### src/rtl/norz_phase_sequencer.sv
// -----------------------------------------------------------------------------
// norz_phase_sequencer
//
// Front end of the instruction decoder tree. Owns the phase counter (XPT), the
// opcode register (ITABLE), the one-hot machine-cycle mode register
// (CM1/CMR/CMA) and the multi-byte continuation flags (F_HL/F_A/F_JP).
//
// The opcode is captured from DataIn during the M1 fetch phase. True and
// complemented copies of XPT and ITABLE go to the decoder. The decoder's
// PR_/P2_ strobes come back and take effect at the next rising clock edge.
//
// Ports
//   clk                 system clock, all state changes on the rising edge
//   reset               synchronous active-high reset, overrides everything
//   stall               memory wait: freezes all state, masks all strobes
//   DataIn[7:0]         opcode/data bus, sampled on the fetch phase
//   PR_Reset_XPT        XPT returns to 0 at the next edge
//   P2_Reset_ITABLE     clear ITABLE, valid and the continuation flags
//   P2_Set_CM1/CMR/CMA  select the next machine-cycle mode
//   P2_Set_ILDlnnlHL_1  set F_HL
//   P2_Set_ILDAlnnl_1   set F_A
//   P2_Set_IJPnn_1      set F_JP
//   XPT/notXPT[3:0]     phase counter and its complement
//   ITABLE/notITABLE    opcode register and its complement
//   decode_enable       decoder root enable (valid opcode, not stalled)
//   CM1/CMR/CMA         one-hot machine-cycle mode
//   F_HL/F_A/F_JP       continuation flags
//   phase_overflow      sticky: XPT wrapped from 15 to 0
//   mode_conflict       sticky: two or more mode strobes in one cycle
// -----------------------------------------------------------------------------
module norz_phase_sequencer #(
  parameter int unsigned FETCH_PHASE = 1,
  parameter int unsigned XPT_W       = 4   // fixed at 4, other widths unsupported
) (
  input  logic             clk,
  input  logic             reset,
  input  logic             stall,
  input  logic [7:0]       DataIn,
  input  logic             PR_Reset_XPT,
  input  logic             P2_Reset_ITABLE,
  input  logic             P2_Set_CM1,
  input  logic             P2_Set_CMR,
  input  logic             P2_Set_CMA,
  input  logic             P2_Set_ILDlnnlHL_1,
  input  logic             P2_Set_ILDAlnnl_1,
  input  logic             P2_Set_IJPnn_1,
  output logic [XPT_W-1:0] XPT,
  output logic [XPT_W-1:0] notXPT,
  output logic [7:0]       ITABLE,
  output logic [7:0]       notITABLE,
  output logic             decode_enable,
  output logic             CM1,
  output logic             CMR,
  output logic             CMA,
  output logic             F_HL,
  output logic             F_A,
  output logic             F_JP,
  output logic             phase_overflow,
  output logic             mode_conflict
);

  // One-hot machine-cycle modes. Bit 0 is M1 so the reset state is 3'b001.
  localparam logic [2:0] MODE_M1 = 3'b001;
  localparam logic [2:0] MODE_MR = 3'b010;
  localparam logic [2:0] MODE_MA = 3'b100;

  localparam logic [XPT_W-1:0] FetchPhaseL = FETCH_PHASE[XPT_W-1:0];
  localparam logic [XPT_W-1:0] XptMax      = {XPT_W{1'b1}};

  logic [XPT_W-1:0] r_xpt;
  logic [7:0]       r_itable;
  logic             r_valid;
  logic [2:0]       r_mode;
  logic             r_fHl;
  logic             r_fA;
  logic             r_fJp;
  logic             r_phaseOverflow;
  logic             r_modeConflict;

  logic [XPT_W-1:0] w_xptNext;
  logic [7:0]       w_itableNext;
  logic             w_validNext;
  logic [2:0]       w_modeNext;
  logic             w_fHlNext;
  logic             w_fANext;
  logic             w_fJpNext;
  logic             w_phaseOverflowNext;
  logic             w_modeConflictNext;

  logic             w_fetch;
  logic [1:0]       w_modeStrobeCount;

  // A fetch happens only in M1 at the fetch phase. The ITABLE clear strobe
  // takes priority, so it blocks the load in the same cycle.
  assign w_fetch = r_mode[0] && (r_xpt == FetchPhaseL) && !P2_Reset_ITABLE;

  assign w_modeStrobeCount = 2'(P2_Set_CM1) + 2'(P2_Set_CMR) + 2'(P2_Set_CMA);

  // Phase counter. PR_Reset_XPT wins over the wrap. A natural wrap from the
  // top value is a sequencing error and latches the sticky overflow flag.
  always_comb begin
    w_xptNext           = r_xpt;
    w_phaseOverflowNext = r_phaseOverflow;
    if (!stall) begin
      if (PR_Reset_XPT) begin
        w_xptNext = '0;
      end else if (r_xpt == XptMax) begin
        w_xptNext           = '0;
        w_phaseOverflowNext = 1'b1;
      end else begin
        w_xptNext = r_xpt + 1'b1;
      end
    end
  end

  // Opcode register and valid bit. A clear beats a fetch in the same cycle.
  always_comb begin
    w_itableNext = r_itable;
    w_validNext  = r_valid;
    if (!stall) begin
      if (P2_Reset_ITABLE) begin
        w_itableNext = 8'h00;
        w_validNext  = 1'b0;
      end else if (w_fetch) begin
        w_itableNext = DataIn;
        w_validNext  = 1'b1;
      end
    end
  end

  // Continuation flags. The ITABLE clear removes them, but a set strobe in the
  // same cycle wins, so a new multi-byte sequence can start on the edge that
  // retires the old opcode.
  always_comb begin
    w_fHlNext = r_fHl;
    w_fANext  = r_fA;
    w_fJpNext = r_fJp;
    if (!stall) begin
      if (P2_Reset_ITABLE) begin
        w_fHlNext = 1'b0;
        w_fANext  = 1'b0;
        w_fJpNext = 1'b0;
      end
      if (P2_Set_ILDlnnlHL_1) w_fHlNext = 1'b1;
      if (P2_Set_ILDAlnnl_1)  w_fANext  = 1'b1;
      if (P2_Set_IJPnn_1)     w_fJpNext = 1'b1;
    end
  end

  // Mode register. Simultaneous strobes resolve CM1 > CMR > CMA, which keeps
  // the mode one-hot. They also latch the sticky conflict flag.
  always_comb begin
    w_modeNext         = r_mode;
    w_modeConflictNext = r_modeConflict;
    if (!stall) begin
      if (P2_Set_CM1) begin
        w_modeNext = MODE_M1;
      end else if (P2_Set_CMR) begin
        w_modeNext = MODE_MR;
      end else if (P2_Set_CMA) begin
        w_modeNext = MODE_MA;
      end
      if (w_modeStrobeCount > 2'd1) begin
        w_modeConflictNext = 1'b1;
      end
    end
  end

  // State registers. Reset is synchronous and overrides any strobe in that
  // cycle, so a reset in the middle of an instruction leaves no partial update.
  always_ff @(posedge clk) begin
    if (reset) begin
      r_xpt           <= '0;
      r_itable        <= 8'h00;
      r_valid         <= 1'b0;
      r_mode          <= MODE_M1;
      r_fHl           <= 1'b0;
      r_fA            <= 1'b0;
      r_fJp           <= 1'b0;
      r_phaseOverflow <= 1'b0;
      r_modeConflict  <= 1'b0;
    end else begin
      r_xpt           <= w_xptNext;
      r_itable        <= w_itableNext;
      r_valid         <= w_validNext;
      r_mode          <= w_modeNext;
      r_fHl           <= w_fHlNext;
      r_fA            <= w_fANext;
      r_fJp           <= w_fJpNext;
      r_phaseOverflow <= w_phaseOverflowNext;
      r_modeConflict  <= w_modeConflictNext;
    end
  end

  assign XPT            = r_xpt;
  assign notXPT         = ~r_xpt;
  assign ITABLE         = r_itable;
  assign notITABLE      = ~r_itable;
  assign CM1            = r_mode[0];
  assign CMR            = r_mode[1];
  assign CMA            = r_mode[2];
  assign F_HL           = r_fHl;
  assign F_A            = r_fA;
  assign F_JP           = r_fJp;
  assign phase_overflow = r_phaseOverflow;
  assign mode_conflict  = r_modeConflict;

  // The decoder is enabled only while a valid opcode is held. Stall and reset
  // gate the enable combinationally so that the decoder sees them immediately.
  assign decode_enable  = r_valid & ~stall & ~reset;

endmodule

### config.mk
export PLATFORM = sky130hd
export DESIGN_NAME = norz_phase_sequencer
export DESIGN_NICKNAME = d
export VERILOG_FILES = /design/src/rtl/norz_phase_sequencer.sv
export SDC_FILE = /design/constraint.sdc
export NUM_CORES = 1
export LEC_CHECK = 0
export BUFFER_PORTS_ARGS = -buffer_cell sky130_fd_sc_hd__buf_2
export CAP_MARGIN = 20
export CORE_UTILIZATION = 28
export CTS_CLUSTER_SIZE = 25
export DETAILED_ROUTE_END_ITERATION = 8
export HOLD_SLACK_MARGIN = 0.1
export PLACE_DENSITY = 0.63
export SLEW_MARGIN = 20
export SYNTH_ARGS = -nofsm -noshare
export SYNTH_HDL_FRONTEND = slang
export SYNTH_SLANG_ARGS = --single-unit
export TNS_END_PERCENT = 10
### constraint.sdc
create_clock -name clk -period 1.7 [get_ports clk]
set_clock_uncertainty 0.2 [all_clocks]
set_input_delay 0.255 -clock clk [delete_from_list [all_inputs] [get_ports clk]]
set_output_delay 0.255 -clock clk [all_outputs]
set_load 0.03 [all_outputs]
Word level (Yosys, flattened, before mapping):

Cells that the tools add are included.

* add/subtract/negate cells: 3
* $lt $le $gt $ge: 1
* equality and inequality tests: 2
* mux-type cells: 13
* bitwise gates (word level): 7
* reductions and logical operators: 15

Operator list (number)
* 8-bit 2-to-1 mux: 2
* 2-bit AND reduction: 6
* 3-bit 2-to-1 mux: 3
* 4-bit 2-to-1 mux: 2
* 8-bit NOT: 1
* 2-bit nonzero test: 4
* 1-bit 2-to-1 mux: 6
* 4-bit by 1-bit adder with 4-bit output, second input constant: 1
* 4-bit by 1-bit == test with 1-bit output, second input constant: 1
* 4-bit == test, second input constant: 1
* 4-bit NOT: 1
* 1-bit NOT: 3
* 3-bit AND reduction: 1
* 3-bit nonzero test: 1
* 1-bit by 1-bit adder with 2-bit output: 1
* 2-bit by 1-bit adder with 2-bit output: 1
* 1-bit AND: 2
* 2-bit by 1-bit greater-than comparator with 1-bit output, second input constant: 1
* 1-bit logical AND: 2
* 1-bit logical NOT: 1

* register bits: 21
* output and inout port bits: 33
* logic and storage cells: 50

Depth between registers and ports, before layout:

* depth after elaboration: 5
* gate-level depth with buffers: 6

Worst setup path before layout:

Ideal clock, no wire load.

* path type: register to register
* from: register r_xpt[1], in the netlist XPT[1]
* to: register r_itable[6], in the netlist ITABLE[6]
* setup time: 0.075 ns
* arrival time: 1.845 ns
* required time: 1.425 ns
* setup slack: -0.419 ns
* stages on the path, launching flop included: 7
* buffers on the path: 1
* period minus slack after synthesis: 2.119 ns
* cell sequence: dfxtp_1 -> inv_1 -> ha_1 -> nand4bb_4 -> buf_6 -> or4b_1 -> a31oi_1

* word-level cells in the longest chain between the ends: 5

Ends and longest elaborated chain
* from (decl): line 70 `logic [XPT_W-1:0] r_xpt;`
* from (signal assigned): line 183 `r_xpt <= w_xptNext;`
* 4-bit by 1-bit == test with 1-bit output: line 95 `assign w_fetch = r_mode[0] && (r_xpt == FetchPhaseL) && !P2_Reset_ITABLE;`
* 1-bit logical AND (2 in series): line 95
* 2-bit nonzero test (no source line)
* 2-bit AND reduction (no source line)
* to (signal assigned): line 184 `r_itable <= w_itableNext;`
* to (decl): line 71 `logic [7:0] r_itable;`

Every way passes these cells.
A chain may end at the register's enable or synchronous reset.

Worst setup path in the final report:

Ends and elaborated chain as after synthesis.

==> summary.md <==
| Metric | Value |
|---|---|
| Worst setup EP type | flip-flop |
| Status | completed |
| Deepest clock path buffer count | 2 |
| Pwr dens | 691 nW/um2 |
| Max-slew headroom | 0.676 |
| Ratio of routed vias to standard cells | between 4 and 5 |
| Maximum vdd ir drop | 258 uV |
| Vias | between 1000 and 1500 |
| First-pass detailed-route iteration total | 5 |
| Initial DRC Count | 37 |
| Max Cap Viol | 0 |
| Fmax | around 610 MHz |
| Worst reg2reg path depth | 5 |
| Routability Congestion | between 0.7 and 0.8 |
| CP Data Arrival Time | between 1500 and 2000 ps |
| Min-delay worst type | primary input to flip-flop |
| Count of final hold-check violations | 0 |
| # diodes | 0 |
| Critical path's top delay family | simple AND/OR/NAND/NOR gates |
| Stages on worst setup path | 5 |
| Worst-path clk slew | ~80 ps |
| Largest net degree at the start of global routing | 31 |
| DIE AREA | 3920 um2 |
| Register area share after synthesis | 0.408 |
| Rows | 21 |
| Initial Util | 0.299 |
| Yosys cell types | 23 |
| Crit share post-route | 0.959 |
| Multi-input logic area | 563 um2 |
| Critical-path cell list | inv_2 -> ha_4 -> nand4bb_4 -> or4b_1 -> a31oi_1 |
| Detailed placement HPWL | between 1500 and 2000 um |
| Post-Synthesis Cells | between 100 and 150 |
| Initial antenna violation count | 0 |
| Worst slew pin tran | 485 ps |
| Antenna Violating Nets Remaining | 0 |
| Clock Tree Root | clkbuf_8 |
| Post-Synthesis Net Count | 144 |
| Total power | around 1 mW |
| Crit path launch | XPT[1] |
| Layout cell share with drive strength beyond 1 | 0.379 |
| Clk_lat worst skew | 250 ps |
| Crit-path slowest cell | or4b_1 |
| Reg2reg start | XPT[1] |
| Slew Limit Fails | 0 |
| # H-tree levels | 1 |
| GRT Util Overall | 0.144 |
| Mapped Avg Cell Area | ~8.4 um2 |
| WP buf/inv | 1 |
| Core area | 3440 um2 |
| Die Wd | ~63 um |
| RSZ-0062 raised after global routing | yes |
| Kind of critical path | flip-flop to flip-flop |
| R2r endpoint | ITABLE[6] |
| Register-to-register path setup slack | a little under 70 ps |
| # fillers | 353 |
| Routed wire length per instance | roughly 11 um |
| Hold Crit Depth | 4 |
| I/O Buffers | between 50 and 60 |
| TritonCTS clock tree | yes |
| Final setup TNS | 0 ps |
| Crit path required time | ~1700 ps |
| Crit path largest cell delay | approximately 490 ps |
| Total Nets Final | between 200 and 250 |
| Vias in the first global route | between 900 and 1000 |
| Synth warn | 0 |
| Sequential cell area | 423 um2 |
| Setup Viol. Count Final | 0 |
| Post-Route WL | 2610 um |
| Post-Syn Area | just over 1000 um2 |
| Lkg Pwr | roughly 0.61 nW |
| Die Height | 62.6 um |
| Flops & latches, synth | 21 |
| CTS Buf Count | 3 |
| Layout area overhead | 44.2% |
| Worst setup margin | between 60 and 70 ps |
| CP startpoint kind | flip-flop |
| Critical path fanouts, max | 8 |
| First-pass GRT wire length | roughly 4500 um |
| Gr ovfl total | 0 |
| DRC violations left | 0 |
| Post-layout min period | around 1600 ps |
| Hold path startpoint | P2_Set_CMR |
| Dpl ws | -83.6 ps |
| CP endpoint | ITABLE[6] |
| Clock sinks | 21 |
| # IOs | 52 |
| Worst hold slack | about 120 ps |
## layout make-up
type / count / area share
Clock buffer: 4 / 0.0303
Inverter: 13 / 0.0329
Multi-Input combinational cell: 82 / 0.379
Sequential cell: 21 / 0.285
Tap cell: 46 / 0.0388
Timing Repair Buffer: 62 / 0.234
## cell usage in the layout, fill, tap and decap left out, drive strengths merged
cell         netlist  routed
a21o               2       2
nand2             12      12
dlygate4sd3        0       4
a21oi              7       7
clkbuf             5       4
or4b               8       8
nor2              11      11
nor3b              1       1
buf                2      58
o21ai              2       2
a22oi              3       3
nand2b             3       3
nand3              4       4
and3b              1       1
ha                 3       3
inv               13      13
o21bai             1       1
nand3b             9       9
nand4bb            1       2
dfxtp             21      21
a31oi             10      10
nor3               2       2
a41oi              1       1
## stage by stage
stage | area (um2) | utilization | std cells
after floorplan | 1040 | - | 122
after global placement | 1360 | 0.395 | 218
after detailed placement | 1360 | 0.395 | 218
after CTS | 1480 | 0.430 | 228
after global routing | 1490 | 0.431 | 228
final | 1490 | 0.431 | 228
## state kept, by name, indices dropped and copies added, names as in the netlist
name and cells:
XPT 4, mode_conflict 1, F_JP 1, F_A 1
phase_overflow 1, F_HL 1, r_valid 1, ITABLE 8
r_mode 3
## worst register-to-register path: cells and delay by family (launching register included)
family | cells | cell delay (ps)
AND/OR/NAND/NOR | 2 | 650
flip-flops | 1 | 330
AO/OA/AOI/OAI | 1 | 170
adder cells (fa/ha/maj) | 1 | 150
buffers and inverters | 1 | 70
## timing repair
| item | CTS | global route |
|---|---|---|
| pin swaps | 0 | 11 |
| hold buffers | 4 | 0 |
| gates cloned | 1 | 0 |
| endpoints found under the hold margin | 5 | 0 |
| setup buffers | 1 | 0 |
| gates resized for setup | 2 | 1 |
| endpoints found under the setup margin | 8 | 8 |
## per-layer routing
metal | part of all wire | vias to the layer above | track usage
li1 | - | 554 | -
met1 | 0.50 | 478 | 0.191
met2 | 0.46 | 33 | 0.223
met3 | 0.045 | 0 | 0.0310
met4 | 0 | 0 | 0.0610
met5 | 0 | - | 0
## how the worst min path moves through the flow
stage,to,slack (ps)
floorplan,r_mode[0],150
global placement,mode_conflict,250
detailed placement,mode_conflict,260
CTS,r_mode[2],110
global route,r_mode[2],160
finish,r_mode[2],120
## Yosys cell counts, drive strengths merged
| cell | instances | area share |
|---|---|---|
| a22oi | 3 | 0.022 |
| o21bai | 1 | 0.0073 |
| nand3 | 4 | 0.019 |
| or4b | 8 | 0.078 |
| nand2 | 12 | 0.044 |
| nand3b | 9 | 0.066 |
| nor3b | 1 | 0.0073 |
| nand4bb | 1 | 0.027 |
| clkbuf | 5 | 0.018 |
| o21ai | 2 | 0.0097 |
| buf | 2 | 0.016 |
| inv | 13 | 0.047 |
| nor2 | 11 | 0.040 |
| nor3 | 2 | 0.0097 |
| dfxtp | 21 | 0.41 |
| a31oi | 10 | 0.061 |
| nand2b | 3 | 0.018 |
| a21oi | 7 | 0.034 |
| a41oi | 1 | 0.0085 |
| a21o | 2 | 0.015 |
| and3b | 1 | 0.0085 |
| ha | 3 | 0.036 |
## kinds of logic (layout without fill, tap and decap cells)
logic type / count (synthesis) / count (layout) / share of synthesized area
AOI/OAI and AO/OA: 26 / 26 / 0.157
adders and majority gates: 3 / 3 / 0.0365
DFF: 21 / 21 / 0.408
and+or+nand+nor: 52 / 53 / 0.317
buffers and inverters: 20 / 79 / 0.0814
## report_power, final
| part | switching [mW] | leakage [nW] | total [mW] | internal (mW) |
|---|---|---|---|---|
| sequential | 0.0115 | 0.172 | 0.519 | 0.507 |
| clock | 0.160 | 0.0228 | 0.327 | 0.167 |
| combinational | 0.108 | 0.418 | 0.180 | 0.0716 |
No activity file was read; power rests on OpenSTA's default activity.
